File: config.mk
export PLATFORM = sky130hd
export DESIGN_NAME = cpu_sequencer
export DESIGN_NICKNAME = d
export VERILOG_FILES = /design/src/rtl/cpu_simple_pkg.sv /design/src/rtl/instr_decoder.sv /design/src/rtl/cpu_sequencer.sv
export SDC_FILE = /design/constraint.sdc
export NUM_CORES = 1
export LEC_CHECK = 0
export CAP_MARGIN = 0
export CORE_MARGIN = 1.5
export CORE_UTILIZATION = 37
export DETAILED_ROUTE_END_ITERATION = 6
export PLACE_DENSITY_LB_ADDON = 0.12
export SLEW_MARGIN = 20
export SYNTH_ARGS = -nofsm -noshare
export SYNTH_HDL_FRONTEND = slang
export SYNTH_SLANG_ARGS = --single-unit
export TNS_END_PERCENT = 100
File: constraint.sdc
create_clock -name clk -period 1.1 [get_ports clk]
set_input_delay 0.165 -clock clk [delete_from_list [all_inputs] [get_ports clk]]
set_output_delay 0.165 -clock clk [all_outputs]
set_load 0.005 [all_outputs]
File: src/rtl/cpu_simple_pkg.sv
// Shared definitions for the 4-bit simple CPU: opcodes, operand select codes, sequencer states.
package cpu_simple_pkg;

   localparam logic [3:0] OP_ADD_A  = 4'b0000;
   localparam logic [3:0] OP_MOV_AB = 4'b0001;
   localparam logic [3:0] OP_IN_A   = 4'b0010;
   localparam logic [3:0] OP_MOV_AI = 4'b0011;
   localparam logic [3:0] OP_MOV_BA = 4'b0100;
   localparam logic [3:0] OP_ADD_B  = 4'b0101;
   localparam logic [3:0] OP_IN_B   = 4'b0110;
   localparam logic [3:0] OP_MOV_BI = 4'b0111;
   localparam logic [3:0] OP_OUT_B  = 4'b1001;
   localparam logic [3:0] OP_OUT_I  = 4'b1011;
   localparam logic [3:0] OP_JNC    = 4'b1110;
   localparam logic [3:0] OP_JMP    = 4'b1111;

   localparam logic [1:0] SEL_A    = 2'b00;
   localparam logic [1:0] SEL_B    = 2'b01;
   localparam logic [1:0] SEL_IN   = 2'b10;
   localparam logic [1:0] SEL_ZERO = 2'b11;

   typedef enum logic [1:0] {
      FETCH  = 2'b00,
      DECODE = 2'b01,
      EXEC   = 2'b10
   } state_t;

endpackage

File: src/rtl/instr_decoder.sv
// Combinational opcode decode for the simple CPU sequencer.
// Opcode 1110 is a conditional jump only when CPU_SEQ_JNC_EN is defined, otherwise a NOP.
module instr_decoder
   import cpu_simple_pkg::*;
(
   input  logic [3:0] opcode,
   input  logic       carry_flag,
   output logic [1:0] sel,
   output logic       load_a,
   output logic       load_b,
   output logic       load_out,
   output logic       jump,
   output logic       is_add,
   output logic       zero_imm
);

   always_comb begin
      sel      = SEL_ZERO;
      load_a   = 1'b0;
      load_b   = 1'b0;
      load_out = 1'b0;
      jump     = 1'b0;
      is_add   = 1'b0;
      zero_imm = 1'b0;
      case (opcode)
         OP_ADD_A:  begin sel = SEL_A;    load_a = 1'b1; is_add = 1'b1; end
         OP_ADD_B:  begin sel = SEL_B;    load_b = 1'b1; is_add = 1'b1; end
         OP_MOV_AI: begin sel = SEL_ZERO; load_a = 1'b1; end
         OP_MOV_BI: begin sel = SEL_ZERO; load_b = 1'b1; end
         OP_MOV_AB: begin sel = SEL_B;    load_a = 1'b1; zero_imm = 1'b1; end
         OP_MOV_BA: begin sel = SEL_A;    load_b = 1'b1; zero_imm = 1'b1; end
         OP_IN_A:   begin sel = SEL_IN;   load_a = 1'b1; zero_imm = 1'b1; end
         OP_IN_B:   begin sel = SEL_IN;   load_b = 1'b1; zero_imm = 1'b1; end
         OP_OUT_B:  begin sel = SEL_B;    load_out = 1'b1; zero_imm = 1'b1; end
         OP_OUT_I:  begin sel = SEL_ZERO; load_out = 1'b1; end
         OP_JMP:    jump = 1'b1;
`ifdef CPU_SEQ_JNC_EN
         OP_JNC:    jump = ~carry_flag;
`endif
         default: ;
      endcase
   end

`ifndef CPU_SEQ_JNC_EN
   logic unused_carry_flag;
   assign unused_carry_flag = carry_flag;
`endif

endmodule

File: src/rtl/cpu_sequencer.sv
// Fetch/decode/execute sequencer: owns pc, instruction register and carry flag.
// Build option CPU_SEQ_JNC_EN enables JNC and the carry register.
module cpu_sequencer
   import cpu_simple_pkg::*;
#(
   parameter int unsigned PC_W    = 4,
   parameter int unsigned INSTR_W = 8
) (
   input  logic               clk,
   input  logic               rst,
   input  logic               run,
   input  logic [INSTR_W-1:0] instr,
   input  logic               carry_in,
   output logic [PC_W-1:0]    rom_addr,
   output logic [1:0]         sel,
   output logic [3:0]         imm,
   output logic               load_a,
   output logic               load_b,
   output logic               load_out,
   output logic               load_pc,
   output logic               carry_flag,
   output logic [1:0]         state_o
);

   state_t             state_q, state_d;
   logic [INSTR_W-1:0] ir_q;
   logic [PC_W-1:0]    pc_q;
   logic               dec_load_a, dec_load_b, dec_load_out, dec_jump;
   logic               is_add, zero_imm, exec;

   instr_decoder u_instr_decoder (
      .opcode     (ir_q[INSTR_W-1 -: 4]),
      .carry_flag (carry_flag),
      .sel        (sel),
      .load_a     (dec_load_a),
      .load_b     (dec_load_b),
      .load_out   (dec_load_out),
      .jump       (dec_jump),
      .is_add     (is_add),
      .zero_imm   (zero_imm)
   );

   always_ff @(posedge clk or posedge rst) begin
      if (rst) begin
         state_q <= FETCH;
         ir_q    <= '0;
         pc_q    <= '0;
      end else begin
         state_q <= state_d;
         if (state_q == FETCH && run) begin
            ir_q <= instr;
         end
         if (exec) begin
            pc_q <= dec_jump ? PC_W'(ir_q[3:0]) : pc_q + PC_W'(1);
         end
      end
   end

   // Strobes are gated by EXEC so reset drops them combinationally.
   always_comb begin
      state_d  = FETCH;
      exec     = 1'b0;
      load_a   = 1'b0;
      load_b   = 1'b0;
      load_out = 1'b0;
      load_pc  = 1'b0;
      case (state_q)
         FETCH:  state_d = run ? DECODE : FETCH;
         DECODE: state_d = EXEC;
         EXEC: begin
            state_d  = FETCH;
            exec     = 1'b1;
            load_a   = dec_load_a;
            load_b   = dec_load_b;
            load_out = dec_load_out;
            load_pc  = dec_jump;
         end
         default: state_d = FETCH;
      endcase
   end

`ifdef CPU_SEQ_JNC_EN
   logic carry_q;

   always_ff @(posedge clk or posedge rst) begin
      if (rst) begin
         carry_q <= 1'b0;
      end else if (exec) begin
         carry_q <= is_add & carry_in;
      end
   end

   assign carry_flag = carry_q;
`else
   logic unused_carry;
   assign unused_carry = carry_in ^ is_add;
   assign carry_flag   = 1'b0;
`endif

   assign imm      = zero_imm ? 4'h0 : ir_q[3:0];
   assign rom_addr = pc_q;
   assign state_o  = state_q;

endmodule

Word level (Yosys, flattened, before mapping)
Index checks and enable logic that the tools add are counted.

$add $sub $neg: 1. Equality and inequality tests: 12. Reduce and logical (&&, ||, !) cells: 10. Muxes and demuxes: 15.

Operator list (number): equality test 4 x 3 -> 1 bit, second input constant (4); equality test 4 bit, second input constant (3); 2-to-1 mux 1 bit (11); equality test 4 x 2 -> 1 bit, second input constant (2); 2-to-1 mux 4 bit (2); OR reduction 4 bit (2); one-hot mux 2 bit (3 select lines) (1); OR reduction 2 bit (3); OR reduction 5 bit (1); adder 4 x 1 -> 4 bit, second input constant (1); equality test 4 x 1 -> 1 bit, second input constant (1); zero test 4 bit (1); one-hot mux 2 bit (2 select lines) (1); OR reduction 3 bit (1); equality test 2 x 1 -> 1 bit, second input constant (1); equality test 2 bit, second input constant (1); zero test 2 bit (1); logical AND 1 bit (1).

Output and inout port bits: 17. Logic and storage cells: 41. Flip-flop bits (word level): 14.

Longest topological paths before layout
Gate-level depths: netlist of run 1.

Word-level depth: 4. Gate-level depth with buffers: 4.

By module
A second synthesis of run 1 with hierarchy kept.

Cells, all modules: 73. Area, all modules: 790.8 sq um.

Modules (own cells, without submodules): cpu_sequencer (seq. area each 350.3 sq um, cells an instance 59, area an instance 714.4 sq um, times used 1); instr_decoder (seq. area each 0.0 sq um, cells an instance 14, area an instance 76.3 sq um, times used 1).

Least setup slack after synthesis of run 1
Ideal clock, no wire load.

Kind: reg2reg. From: register state_q[1] (netlist: state_o[1]). To: register ir_q[0]. Clock period less this slack: 1.219 ns. Setup slack: -0.119 ns. Cell stages (with the launch flop): 4. Arrival time: 1.094 ns. Data required time: 0.975 ns. Library setup time: 0.125 ns. Path through: dfrtp_1 > nor3b_1 > buf_4 > mux2_2.

Word-level cells in the longest chain between the ends: 2.

Ends and longest elaborated chain: start: declaration (RTL line cpu_sequencer.sv:25) `state_t state_q, state_d;`; start signal: assignment (RTL line cpu_sequencer.sv:49) `state_q <= state_d;`; zero test 2 bit (RTL line cpu_sequencer.sv:50) `if (state_q == FETCH && run) begin`; logical AND 1 bit (RTL line cpu_sequencer.sv:50); end signal: assignment (RTL line cpu_sequencer.sv:51) `ir_q <= instr;`; end: declaration (RTL line cpu_sequencer.sv:26) `logic [INSTR_W-1:0] ir_q;`.

Every way passes these cells. A chain may end at the register's enable or synchronous reset.

Worst setup path after layout of run 1
From: register ir_q[6]. To: output port imm[2].

Word-level cells in the longest chain between the ends: 4.

Ends and longest elaborated chain: equality test 4 x 1 -> 1 bit (tied with other cells) (RTL line instr_decoder.sv:25) `case (opcode)`; OR reduction 5 bit (no source line) *; 2-to-1 mux 1 bit * (RTL line instr_decoder.sv:25); 2-to-1 mux 4 bit * (RTL line cpu_sequencer.sv:100) `assign imm = zero_imm ? 4'h0 : ir_q[3:0];`; end: declaration (RTL line cpu_sequencer.sv:16) `output logic [3:0] imm,`.

Every way passes the cells marked *; elsewhere a longest branch is shown, timed or not.

==> flow_summary.json, run 1 <==
{
  "drive_gt1_frac": 0.610,
  "htreeDepth": 1,
  "io_pins": 29,
  "n_antenna_cell": 0,
  "final_net_count": 137,
  "crit_buf_inv": 3,
  "grt_pass1_wl_um": 3130,
  "finalHoldViolCount": 0,
  "worst_path_largest_cell_delay_ns": 0.41,
  "path_clk_slew_ns": 0.09,
  "crit_path_frequent_cell": "buf_6",
  "die_y_um": 47.5,
  "r2r-end": "ir_q[3]",
  "start_kind": "flip-flop",
  "slowest_stage": "dfrtp_1",
  "p_leak_uw": 0.000666,
  "syn_to_final_growth_pct": 87.4,
  "design.die.area_sq_um": 2260,
  "p_per_area_nw_per_um2": 2010,
  "std_cell_rows": 15,
  "dp_hpwl_um": 1310,
  "cp_cell_sequence": "nor2_2, mux2i_2, buf_4, buf_6, and2_4, buf_6",
  "cts_buffer_depth": 2,
  "fin_crit_sh": 1.55,
  "fin_ws_ns": -0.606,
  "critPathCapture": "imm[2]",
  "antenna_found_initial": 0,
  "synth_cell_types": 26,
  "rsz0062_at_grt": "yes",
  "tns_ns": -6.45,
  "grt_pass1_vias": 710,
  "clock_power_share": 0.138,
  "internal-power_uw": 1860,
  "gp_congestion": 0.854,
  "end_kind": "primary output",
  "num_vias": 721,
  "path_max_fanout": 2,
  "synthCells": 66,
  "critPathRequiredTime_ns": 0.94,
  "grt_max_degree": 15,
  "yosysWarnings": 0,
  "dpl_worst_slack_ns": -0.540,
  "arrival_ns": 1.54,
  "cts_buffers": 3,
  "worstSkewPairLatency_ns": 0.29,
  "ys_ff_latch": 14,
  "period_minus_slack_ns": 1.71,
  "power_switching_uw": 904,
  "worstSetupPathType": "reg2out",
  "r2r_slack_ns": -0.28,
  "tritoncts": "done",
  "cap_violations": 0,
  "comb_power_share": 0.579,
  "worst-r2r-cell-count": 4,
  "viasPerCell": 4.87,
  "root_buffer": "clkbuf_4",
  "drtIter0Drc": 15,
  "setup_violations": 23,
  "fmax_ghz": 0.586,
  "status": "finished with violations",
  "drt_pass1_iterations": 4,
  "violations": "setup timing",
  "cp_num_cells": 6,
  "drv_slew": 0,
  "wl_per_cell_um": 13.7,
  "vdd_drop_max_mv": 1.22,
  "rr_startpoint": "state_o[1]",
  "core_sq_um": 1800,
  "synth_area_sq_um": 733,
  "gr-total-overflow": 0,
  "numClockSinks": 14,
  "cts_hold_buf": 0,
  "swShare": 0.327,
  "start_util": 0.407,
  "layout_commonest_cell": "buf_4",
  "synth_area_per_cell_sq_um": 11.1,
  "drtAntennaViolNets": 0,
  "skew_ns": 0.00600,
  "die_w_um": 47.5,
  "yosysSeqAreaShare": 0.478,
  "route.detailed.drc": 0,
  "crit_family": "flip-flops",
  "crit_path_start": "ir_q[6]",
  "wirelength_um": 2030,
  "syn_nets": 79,
  "track_usage": 0.208,
  "worstHoldPathType": "in2async",
  "final_cell_mix": "buf_4 (19), buf_6 (15), dfrtp_1 (14)",
  "p_seq_frac": 0.284,
  "numPortBuffers": 26
}
==> flip-flops by register name (all words and copies together), names as in the netlist <==
| signal | count |
|---|---|
| state_o | 2 |
| rom_addr | 4 |
| ir_q | 8 |
==> power groups by stage <==
stage	clock network (uW)	registers (uW)	logic, uW
after CTS	390	778	1560
after detailed placement	0	794	1290
after global routing	411	801	1740
final	381	785	1600
after floorplan	0	849	512
after global placement	0	783	1270
==> synthesized netlist by cell type (all sizes together) <==
cell     count  area [sq um]
a22oi        1          7.51
buf          3          22.5
nand3        2          10.0
nand2        5          18.8
nand2b       2          12.5
ha           1          12.5
o21ai        1          5.00
nand4        2          27.5
mux2         8          90.1
and2b        1          8.76
nor3b        2          15.0
mux2i        3          30.0
inv          3          11.3
and4         1          11.3
a21oi        1          8.76
dfrtp       14           350
and2         4          25.0
nor2         4          15.0
o311ai       1          8.76
a2bb2oi      1          8.76
a31oi        1          6.26
a21o         1          7.51
nor3         2          10.0
nor2b        1          6.26
conb         1          3.75
==> through the flow <==
step | hold WS (ns) | cell area [sq um] | power [uW] | cells | util
after floorplan | 0.0542 | 772 | 1360 | 66 | -
after global placement | 0.477 | 1190 | 2060 | 134 | 0.659
after detailed placement | 0.508 | 1190 | 2080 | 134 | 0.659
after CTS | 0.188 | 1370 | 2730 | 149 | 0.758
after global routing | 0.191 | 1370 | 2950 | 148 | 0.763
final | 0.187 | 1370 | 2770 | 148 | 0.763
==> metal layers <==
metal	GRT usage	wire (um)	up-vias
li1	-	-	343
met5	0	0	-
met1	0.249	850	346
met3	0.0340	102	4
met4	0.100	27	0
met2	0.359	1050	28
==> cells by family (layout without fill, tap and decap cells) <==
logic type                 Yosys count  count (layout)  synth area share
DFF                                 14              14             0.478
muxes                               11              11             0.164
adders and majority gates            1               1            0.0171
and+or+nand+nor                     26              26             0.218
other                                1               1           0.00511
AOI/OAI and AO/OA                    7               7            0.0717
buffers and inverters                6              63            0.0461
==> final cells by class <==
cell class                      instances  area [sq um]
Tap cell                               25          31.3
Inverter                                3          11.3
Sequential cell                        14           350
Multi-Input combinational cell         46           458
Fill cell                             131           428
Timing Repair Buffer                   56           487
Clock buffer                            4          36.3
==> tightest hold or removal path, delay by kind of cell <==
kind | cells | cell delay (ns)
buf+inv | 3 | 0.68
==> what timing repair did <==
| item | CTS | global route |
|---|---|---|
| setup endpoints to repair | 28 | 27 |
| pin swaps | 10 | 6 |
| resized for setup | 78 | 13 |
| buffers inserted | 12 | 3 |
==> worst min path at each step <==
stage	from	end	slack, ns	depth (start not counted)
2_1_floorplan	rst	ir_q[0]	0.05	1
3_3_place_gp	rst	ir_q[2]	0.48	3
3_5_place_dp	rst	ir_q[2]	0.51	3
4_1_cts	rst	ir_q[0]	0.19	3
5_1_grt	rst	ir_q[0]	0.19	3
6_report	rst	ir_q[6]	0.19	3
Power figures use the tool's default switching activity.
==> inputs of run 2 (changes only) <==
--- a/config.mk
+++ b/config.mk
@@ -5,13 +5,15 @@
 export SDC_FILE = /design/constraint.sdc
 export NUM_CORES = 1
 export LEC_CHECK = 0
+export ABC_CLOCK_PERIOD_IN_PS = 1100
 export CAP_MARGIN = 0
 export CORE_MARGIN = 1.5
-export CORE_UTILIZATION = 37
+export CORE_UTILIZATION = 39
 export DETAILED_ROUTE_END_ITERATION = 6
 export PLACE_DENSITY_LB_ADDON = 0.12
 export SLEW_MARGIN = 20
 export SYNTH_ARGS = -nofsm -noshare
 export SYNTH_HDL_FRONTEND = slang
+export SYNTH_HIERARCHICAL = 1
 export SYNTH_SLANG_ARGS = --single-unit
 export TNS_END_PERCENT = 100
==> run 2 against run 1 <==
The flow still finishes with violations (setup timing). Sequential share of layout area is 0.34 points lower. Via count is 2.1% lower. Largest cell class unchanged. Fmax grew 7.0%. Largest power group unchanged. Hold slack improved by 0.010 ns. First-iteration DRC count fell by 40%. Synthesized cell count rose by 7.6%. Critical path type unchanged. Die area is 0.51% higher.
==> flow_summary.json, run 2 <==
{
  "r2r_slack_ns": -0.29,
  "gr-total-overflow": 0,
  "drive_gt1_frac": 0.523,
  "gp_congestion": 0.780,
  "fmax_ghz": 0.627,
  "crit_buf_inv": 2,
  "grt_pass1_wl_um": 2880,
  "cap_violations": 0,
  "wl_per_cell_um": 12.7,
  "viasPerCell": 4.61,
  "syn_nets": 84,
  "largest_register": "ir_q",
  "finalHoldViolCount": 0,
  "arrival_ns": 1.43,
  "fin_crit_sh": 1.45,
  "cts_buffer_depth": 2,
  "worstHoldPathType": "in2async",
  "std_cell_rows": 15,
  "cp_cell_sequence": "or2_4, mux2i_4, buf_6, nor2b_1, buf_2",
  "critPathCapture": "imm[1]",
  "worst-r2r-cell-count": 8,
  "path_max_fanout": 3,
  "die_y_um": 47.6,
  "track_usage": 0.187,
  "yosysWarnings": 6,
  "io_pins": 29,
  "start_kind": "flip-flop",
  "numPortBuffers": 26,
  "cts_buffers": 3,
  "finalHoldWorstSlack_ns": 0.197,
  "path_clk_slew_ns": 0.09,
  "cts_hold_buf": 0,
  "worstSkewPairLatency_ns": 0.27,
  "htreeDepth": 1,
  "fin_ws_ns": -0.495,
  "tritoncts": "done",
  "dpl_worst_slack_ns": -0.488,
  "design.die.area_sq_um": 2270,
  "setup_violations": 24,
  "p_leak_uw": 0.000672,
  "r2r-end": "rom_addr[3]",
  "p_per_area_nw_per_um2": 1920,
  "core_sq_um": 1800,
  "grt_pass1_vias": 663,
  "worst_path_largest_cell_delay_ns": 0.41,
  "drt_pass1_iterations": 4,
  "layout_commonest_cell": "buf_6",
  "num_vias": 706,
  "largest_reg_flops": 8,
  "period_minus_slack_ns": 1.60,
  "violations": "setup timing",
  "antenna_found_initial": 0,
  "final_net_count": 143,
  "final_cell_mix": "buf_6 (20), buf_4 (17), dfrtp_1 (14)",
  "worstSetupPathType": "reg2out",
  "cp_num_cells": 5,
  "grt_max_degree": 15,
  "slowest_stage": "dfrtp_1",
  "drtIter0Drc": 9,
  "drtAntennaViolNets": 0,
  "rr_startpoint": "ir_q[6]",
  "crit_path_start": "ir_q[4]",
  "status": "finished with violations",
  "die_w_um": 47.6,
  "vdd_drop_max_mv": 1.24,
  "synth_area_sq_um": 777,
  "n_antenna_cell": 0,
  "dp_hpwl_um": 1300,
  "root_buffer": "clkbuf_4",
  "synth_area_per_cell_sq_um": 10.9,
  "syn_to_final_growth_pct": 79.2,
  "start_util": 0.431,
  "rsz0062_at_grt": "yes",
  "end_kind": "primary output",
  "skew_ns": 0.00515,
  "drv_slew": 0,
  "wirelength_um": 1940,
  "critPathRequiredTime_ns": 0.94,
  "crit_family": "flip-flops",
  "numClockSinks": 14,
  "tns_ns": -6.83,
  "final_util": 0.773,
  "synthCells": 71,
  "route.detailed.drc": 0,
  "power_uw": 2670
}
-- run 2: worst min-delay path by stage --
stage,slack [ns],startpoint,to,depth (start not counted)
CTS,0.20,rst,ir_q[5],3
finish,0.20,rst,ir_q[4],3
detailed placement,0.49,rst,ir_q[4],3
global route,0.24,rst,ir_q[4],3
floorplan,0.05,rst,ir_q[0],1
global placement,0.48,rst,ir_q[0],3
-- run 2: cell type report --
| cell class | instances | area, sq um |
|---|---|---|
| tap | 25 | 31.3 |
| fill | 133 | 409 |
| inverter | 3 | 11.3 |
| sequential | 14 | 350 |
| timing repair buffer | 58 | 531 |
| clock buffer | 3 | 22.5 |
| multi-input combinational | 50 | 447 |
-- run 2: worst min-delay path, stage by stage --
cell and delay [ns]:
clkdlybuf4s50_1 0.40, inv_1 0.05, buf_4 0.21
-- run 2: report_power, final --
part	internal [uW]	leakage, uW	switching [uW]
Combinational	1010	0.000493	605
Clock	126	0.0000138	158
Sequential	674	0.000166	93.0
-- run 2: timing repair --
action,CTS,global route
pin swaps,6,3
setup endpoints to repair,28,28
resized for setup,82,8
cloned,2,0
hold endpoints to repair,0,0
buffers inserted,12,2
-- run 2: layer usage --
layer	wire, um	GRT usage	up-vias
met4	43	0.0757	0
met5	0	0	-
li1	-	-	348
met3	56	0.0415	6
met2	996	0.316	16
met1	842	0.232	336
-- run 2: metrics by stage --
stage / cell area [sq um] / cells
finish: 1390 / 153
global route: 1390 / 153
CTS: 1380 / 153
detailed placement: 1200 / 138
global placement: 1200 / 138
floorplan: 796 / 71
==> inputs of run 3 (changes only) <==
--- a/config.mk
+++ b/config.mk
@@ -6,7 +6,6 @@
 export NUM_CORES = 1
 export LEC_CHECK = 0
 export ABC_CLOCK_PERIOD_IN_PS = 1100
-export CAP_MARGIN = 0
 export CORE_MARGIN = 1.5
 export CORE_UTILIZATION = 39
 export DETAILED_ROUTE_END_ITERATION = 6
==> results of run 3 <==
No change in the layout: final DEF, timing and power equal those of run 2.
